--- config.mk ---
export PLATFORM = sky130hd
export DESIGN_NAME = mole_round_judge
export DESIGN_NICKNAME = d
export VERILOG_FILES = /design/src/rtl/mole_round_judge.sv
export SDC_FILE = /design/constraint.sdc
export NUM_CORES = 1
export LEC_CHECK = 0
export BUFFER_PORTS_ARGS = -buffer_cell sky130_fd_sc_hd__buf_2
export CAP_MARGIN = 10
export CORE_ASPECT_RATIO = 1.1
export CORE_MARGIN = 5
export CORE_UTILIZATION = 35
export DETAILED_ROUTE_END_ITERATION = 7
export SLEW_MARGIN = 10
export SYNTH_ARGS = -nofsm -noshare
export SYNTH_HDL_FRONTEND = slang
export SYNTH_SLANG_ARGS = --single-unit
--- constraint.sdc ---
create_clock -name clk -period 6.6 [get_ports clk]
set_input_delay 0.66 -clock clk [delete_from_list [all_inputs] [get_ports clk]]
set_output_delay 0.66 -clock clk [all_outputs]
set_load 0.005 [all_outputs]
--- src/rtl/mole_round_judge.sv ---
// Round judge for the whack-a-mole game: opens a reaction window for each mole,
// scores each press as a hit or a miss, and passes the next window length to the countdown.
module mole_round_judge #(
  parameter int WIN_W       = 27,
  parameter int INIT_WINDOW = 50_000_000,
  parameter int STEP        = 2_500_000,
  parameter int MIN_WINDOW  = 12_500_000,
  parameter int MAX_MISSES  = 3,
  parameter int SCORE_W     = 8
) (
  input  logic               clk,
  input  logic               reset_n,
  input  logic               start,
  input  logic               mole_valid,
  input  logic [1:0]         mole_pos,
  input  logic [1:0]         guess_pos,
  input  logic               whack_n,
  output logic               active,
  output logic               game_over,
  output logic [SCORE_W-1:0] score,
  output logic [1:0]         misses,
  output logic               round_load,
  output logic [WIN_W-1:0]   load_value,
  output logic               hit_pulse,
  output logic               miss_pulse,
  output logic [WIN_W-1:0]   timer
);

  // state     | meaning
  // S_IDLE    | powered up, waiting for start
  // S_ARM     | countdown running, waiting for the next mole
  // S_WAIT    | reaction window open, timer counting down
  // S_HIT     | one cycle after a correct press
  // S_MISS    | one cycle after a wrong press or timeout
  // S_OVER    | miss limit reached, score frozen
  localparam logic [2:0] S_IDLE = 3'd0;
  localparam logic [2:0] S_ARM  = 3'd1;
  localparam logic [2:0] S_WAIT = 3'd2;
  localparam logic [2:0] S_HIT  = 3'd3;
  localparam logic [2:0] S_MISS = 3'd4;
  localparam logic [2:0] S_OVER = 3'd5;

  localparam logic [WIN_W-1:0]   INIT_V = WIN_W'(INIT_WINDOW);
  localparam logic [WIN_W-1:0]   STEP_V = WIN_W'(STEP);
  localparam logic [WIN_W-1:0]   MIN_V  = WIN_W'(MIN_WINDOW);
  localparam logic [WIN_W-1:0]   ONE_W  = WIN_W'(1);
  localparam logic [1:0]         MAX_M  = 2'(MAX_MISSES);
  localparam logic [SCORE_W-1:0] ONE_S  = SCORE_W'(1);

  logic [2:0]       state;
  logic [1:0]       pos_q;
  logic             sync1, sync2, sync2_d, press;
  logic [WIN_W:0]   dec_wide;
  logic [WIN_W-1:0] next_load;
  logic [1:0]       misses_inc;

  // Two-flop synchronizer, then a registered falling-edge detect: one press per key-down.
  always_ff @(posedge clk or negedge reset_n) begin
    if (!reset_n) begin
      sync1   <= 1'b1;
      sync2   <= 1'b1;
      sync2_d <= 1'b1;
      press   <= 1'b0;
    end else begin
      sync1   <= whack_n;
      sync2   <= sync1;
      sync2_d <= sync2;
      press   <= sync2_d & ~sync2;
    end
  end

  // The extra MSB catches a borrow when the window is already below STEP.
  assign dec_wide   = {1'b0, load_value} - {1'b0, STEP_V};
  assign next_load  = (dec_wide[WIN_W] || (dec_wide[WIN_W-1:0] < MIN_V)) ? MIN_V
                                                                         : dec_wide[WIN_W-1:0];
  assign misses_inc = misses + 2'd1;

  assign active    = (state != S_IDLE) && (state != S_OVER);
  assign game_over = (state == S_OVER);

  always_ff @(posedge clk or negedge reset_n) begin
    if (!reset_n) begin
      state      <= S_IDLE;
      pos_q      <= 2'd0;
      score      <= '0;
      misses     <= 2'd0;
      load_value <= INIT_V;
      timer      <= '0;
      round_load <= 1'b0;
      hit_pulse  <= 1'b0;
      miss_pulse <= 1'b0;
    end else begin
      round_load <= 1'b0;
      hit_pulse  <= 1'b0;
      miss_pulse <= 1'b0;
      if (start) begin
        score      <= '0;
        misses     <= 2'd0;
        load_value <= INIT_V;
        timer      <= '0;
        round_load <= 1'b1;
        state      <= S_ARM;
      end else begin
        case (state)
          S_IDLE: ;
          S_ARM: begin
            if (mole_valid) begin
              pos_q <= mole_pos;
              timer <= load_value - ONE_W;
              state <= S_WAIT;
            end
          end
          S_WAIT: begin
            if (press && (guess_pos == pos_q)) begin
              timer      <= '0;
              score      <= (score == '1) ? score : score + ONE_S;
              load_value <= next_load;
              hit_pulse  <= 1'b1;
              round_load <= 1'b1;
              state      <= S_HIT;
            end else if (press || (timer == '0)) begin
              // A press landing on the last cycle is judged, never counted as a timeout.
              timer      <= '0;
              misses     <= misses_inc;
              miss_pulse <= 1'b1;
              round_load <= (misses_inc != MAX_M);
              state      <= S_MISS;
            end else begin
              timer <= timer - ONE_W;
            end
          end
          S_HIT:   state <= S_ARM;
          S_MISS:  state <= (misses == MAX_M) ? S_OVER : S_ARM;
          S_OVER:  ;
          default: state <= S_IDLE;
        endcase
      end
    end
  end

endmodule

==> impl_metrics.toml <==
[setup_path]
worstSetupPathType = "flip-flop to flip-flop"
r2r-start = "load_value[5]"
crit_arrival_ns = 3.66
ff2ff_setup_slack_ns = 3.15
cp_max_fo = 13
required_ns = 6.81
start_kind = "flip-flop"
max_stage_delay_ns = 0.63
crit_chain = "inv_1 -> ha_1 -> and4b_1 -> a211o_1 -> a21oi_1 -> xnor2_1 -> a2bb2oi_1 -> a211oi_4 -> a21oi_2 -> a221o_1"
crit_family = "compound AO/OA/AOI/OAI gates"
crit_slowest_cell = "a211oi_4"
critPathBufInv = 1
reg2reg_to = "load_value[9]"
worst-r2r-cell-count = 10
end_kind = "flip-flop"

[synth]
postSynthAreaPerCell_um2 = 8.32
ys_ff_latch = 71
yosysSeqAreaShare_pct = 36.3
synthCells = 594
ys.flop_type = "dfrtp_1"
yosys_warnings = 0
synth-edff-count = 0
syn-cell-area_um2 = 4940
async_flop_share_pct = 100
synth_cell_type_count = 74

[clock_tree]
cts_setup_buffers = 0
holdBufCountCts = 0
cts_buffers = 9
cts_root_buffer = "clkbuf_16"
clk_path_buf_depth = 2
cts_tree = "yes"
cts_sinks = 71
htreeDepth = 3
cts_resized = 0
clk_latency_ns = 0.33
clk_pin_slew_ns = 0.06

[final_layout]
nets = 651
drive_above_1_share_pct = 19.6
fillCellCount = 1498
seqCellArea_um2 = 1800
diodes = 0
instances_no_fill = 827
multi_input_area_um2 = 2880
area_delta_synth_final_pct = 15.0

[floorplanning]
chipHeight_um = 135
pin_count = 78
fp-row-count = 45
dieArea_um2 = 16600
dieWidth_um = 123
core_area_um2 = 13900
initial_core_util_pct = 35.7

[placed_design]
io_buffer_count = 72
gp_congestion = 0.922
dp_hpwl_um = 10300
dpl.cell_count = 811

[sta]
worst-slew-pin-transition_ns = 0.947
hold_viol = 0
rsz0062_at_grt = "no"
slew_headroom_pct = 36.4
skew_ns = 0.00434
setup_viol = 0
post-route-period-util_pct = 52.2
timing.fmax_mhz = 290
period_needed_ns = 3.45
fin_tns_setup_ns = 0
final_max_slew_viol_count = 0

[global_route]
grt_max_degree = 72
busiest_layer = "met2"
grt_use_met2_pct = 29.3
antenna_found_initial = 0
track_usage_pct = 18.0
grt_pass1_wl_um = 24000
grt_overflow_total = 0
grtUsageMet3_pct = 2.93
grt_pass1_vias = 4630
use_met1_pct = 24.3

[power]
p_per_area_nw_per_um2 = 210
ir_drop_uv = 112
total_power_mw = 1.20
p_leak_nw = 2.44

[detailed_routing]
finalWirelength_um = 14500
drt_iter0_drc = 462
vias = 4681
detail-route-antenna-nets = 0
first_pass_iters = 5
drc_errors = 0
drt-vias-per-instance = 5.66
post_drt_wl_per_cell_um = 17.6

[flow_run]
maxCapViolations = 0

[worst_hold_path]
min_path_type = "flip-flop to flip-flop"
hold_path_depth = 0
hp-start = "sync1"
whs_endpoint = "sync2"

[outcome]
outcome = "complete, no violations"
-- cells in the mapped netlist (all sizes together), types with 3 or more instances --
cell / n / area [um^2]
a211oi: 12 / 103
nor2b: 5 / 31.3
o22ai: 6 / 37.5
nand3b: 8 / 60.1
or2: 8 / 50.1
buf: 17 / 110
dfstp: 15 / 394
nand2b: 9 / 63.8
a211o: 4 / 35.0
a21o: 4 / 30.0
o21ai: 47 / 235
a31oi: 5 / 31.3
xor2: 21 / 184
nand4: 3 / 18.8
ha: 8 / 100
a21oi: 36 / 188
or3: 13 / 81.3
clkbuf: 32 / 120
a221o: 3 / 30.0
nand3: 13 / 65.1
a221oi: 4 / 35.0
nand2: 51 / 191
mux2: 4 / 45.0
nor4b: 3 / 26.3
o311ai: 3 / 26.3
a22oi: 3 / 22.5
mux2i: 3 / 30.0
inv: 13 / 48.8
and3: 3 / 18.8
a22o: 10 / 87.6
and2: 5 / 31.3
xnor2: 15 / 131
nor2: 72 / 270
dfrtp: 56 / 1400
nor3b: 3 / 22.5
or4: 3 / 22.5
nor4: 11 / 75.1
nor3: 29 / 161
-- sequential cells by signal, summed over array words and instances (netlist names) --
register	cells
load_value	22
sync2	1
score	8
miss_pulse	1
sync2_d	1
misses	2
hit_pulse	1
timer	27
round_load	1
state	3
sync1	1
pos_q	2
press	1
-- worst max-delay path by stage --
stage	start	end	slack (ns)	depth (start not counted)
2_1_floorplan	load_value[5]	load_value[14]	3.80	12
3_3_place_gp	load_value[5]	load_value[9]	3.17	10
3_5_place_dp	load_value[5]	load_value[9]	3.14	10
4_1_cts	load_value[5]	load_value[9]	3.11	10
5_1_grt	load_value[5]	load_value[9]	2.83	10
6_report	load_value[5]	load_value[9]	3.15	10
-- layout make-up --
| cell class | count | share of cell area, % |
|---|---|---|
| Tap cell | 188 | 4.14 |
| Clock buffer | 11 | 4.27 |
| Clock inverter | 5 | 1.83 |
| Sequential cell | 71 | 31.6 |
| Inverter | 13 | 0.859 |
| Timing Repair Buffer | 74 | 6.61 |
| Multi-Input combinational cell | 465 | 50.7 |
-- routing by layer --
| metal | routed length, um | share of wire (%) |
|---|---|---|
| met5 | 0 | 0 |
| met4 | 192 | 1.3 |
| met3 | 776 | 5.3 |
| met2 | 6890 | 47 |
| met1 | 6680 | 46 |
-- power by group --
part	switching [mW]	leakage, nW	total [mW]	internal, mW
Clock	0.187	0.170	0.567	0.380
Sequential	0.0240	0.911	0.480	0.456
Combinational	0.0948	1.36	0.148	0.0533
-- logic make-up after synthesis --
logic type                 Yosys count  share of synthesized area (%)
adders and majority gates            8                           2.03
DFF                                 71                           36.3
other                                1                         0.0759
muxes                                7                           1.52
xor gates and xnor gates            36                           6.38
and+or+nand+nor                    246                           25.4
buffers and inverters               62                           5.65
AOI/OAI and AO/OA                  163                           22.6
-- stage by stage --
stage | hold slack (ns) | worst slack, ns | util, % | instance area, um^2
floorplan | 0.345 | 3.80 | - | 4950
global placement | 0.347 | 3.17 | 38.5 | 5340
detailed placement | 0.349 | 3.14 | 38.5 | 5340
CTS | 0.358 | 3.11 | 41.0 | 5680
global route | 0.368 | 2.83 | 41.0 | 5680
finish | 0.357 | 3.15 | 41.0 | 5680
-- layout by cell type, fill, tap and decap left out, types with 4 or more instances in the layout --
cell / instances
nor2_1: 72
buf_2: 72
dfrtp_1: 56
nand2_1: 51
o21ai_0: 45
a21oi_1: 34
nor3_1: 27
xor2_1: 21
xnor2_1: 15
dfstp_2: 15
inv_1: 13
or3_1: 13
nand3_1: 13
a211oi_1: 11
nor4_1: 10
a22o_1: 10
clkbuf_16: 9
nand3b_1: 8
nand2b_1: 8
ha_1: 8
or2_2: 6
o22ai_1: 6
nor2b_1: 5
and2_1: 5
a31oi_1: 5
conb_1: 5
a221oi_1: 4
a21o_1: 4
mux2_2: 4
a211o_1: 4
-- worst reg2reg max path, delay by kind of cell, from the launching register on --
| family | cells | cell delay, ns |
|---|---|---|
| AOI/OAI and AO/OA | 6 | 1.94 |
| buffers and inverters | 1 | 0.15 |
| and+or+nand+nor | 1 | 0.24 |
| adders and majority gates | 1 | 0.39 |
| DFF | 1 | 0.44 |
| xor gates and xnor gates | 1 | 0.16 |
No activity file was read; power rests on OpenSTA's default activity.
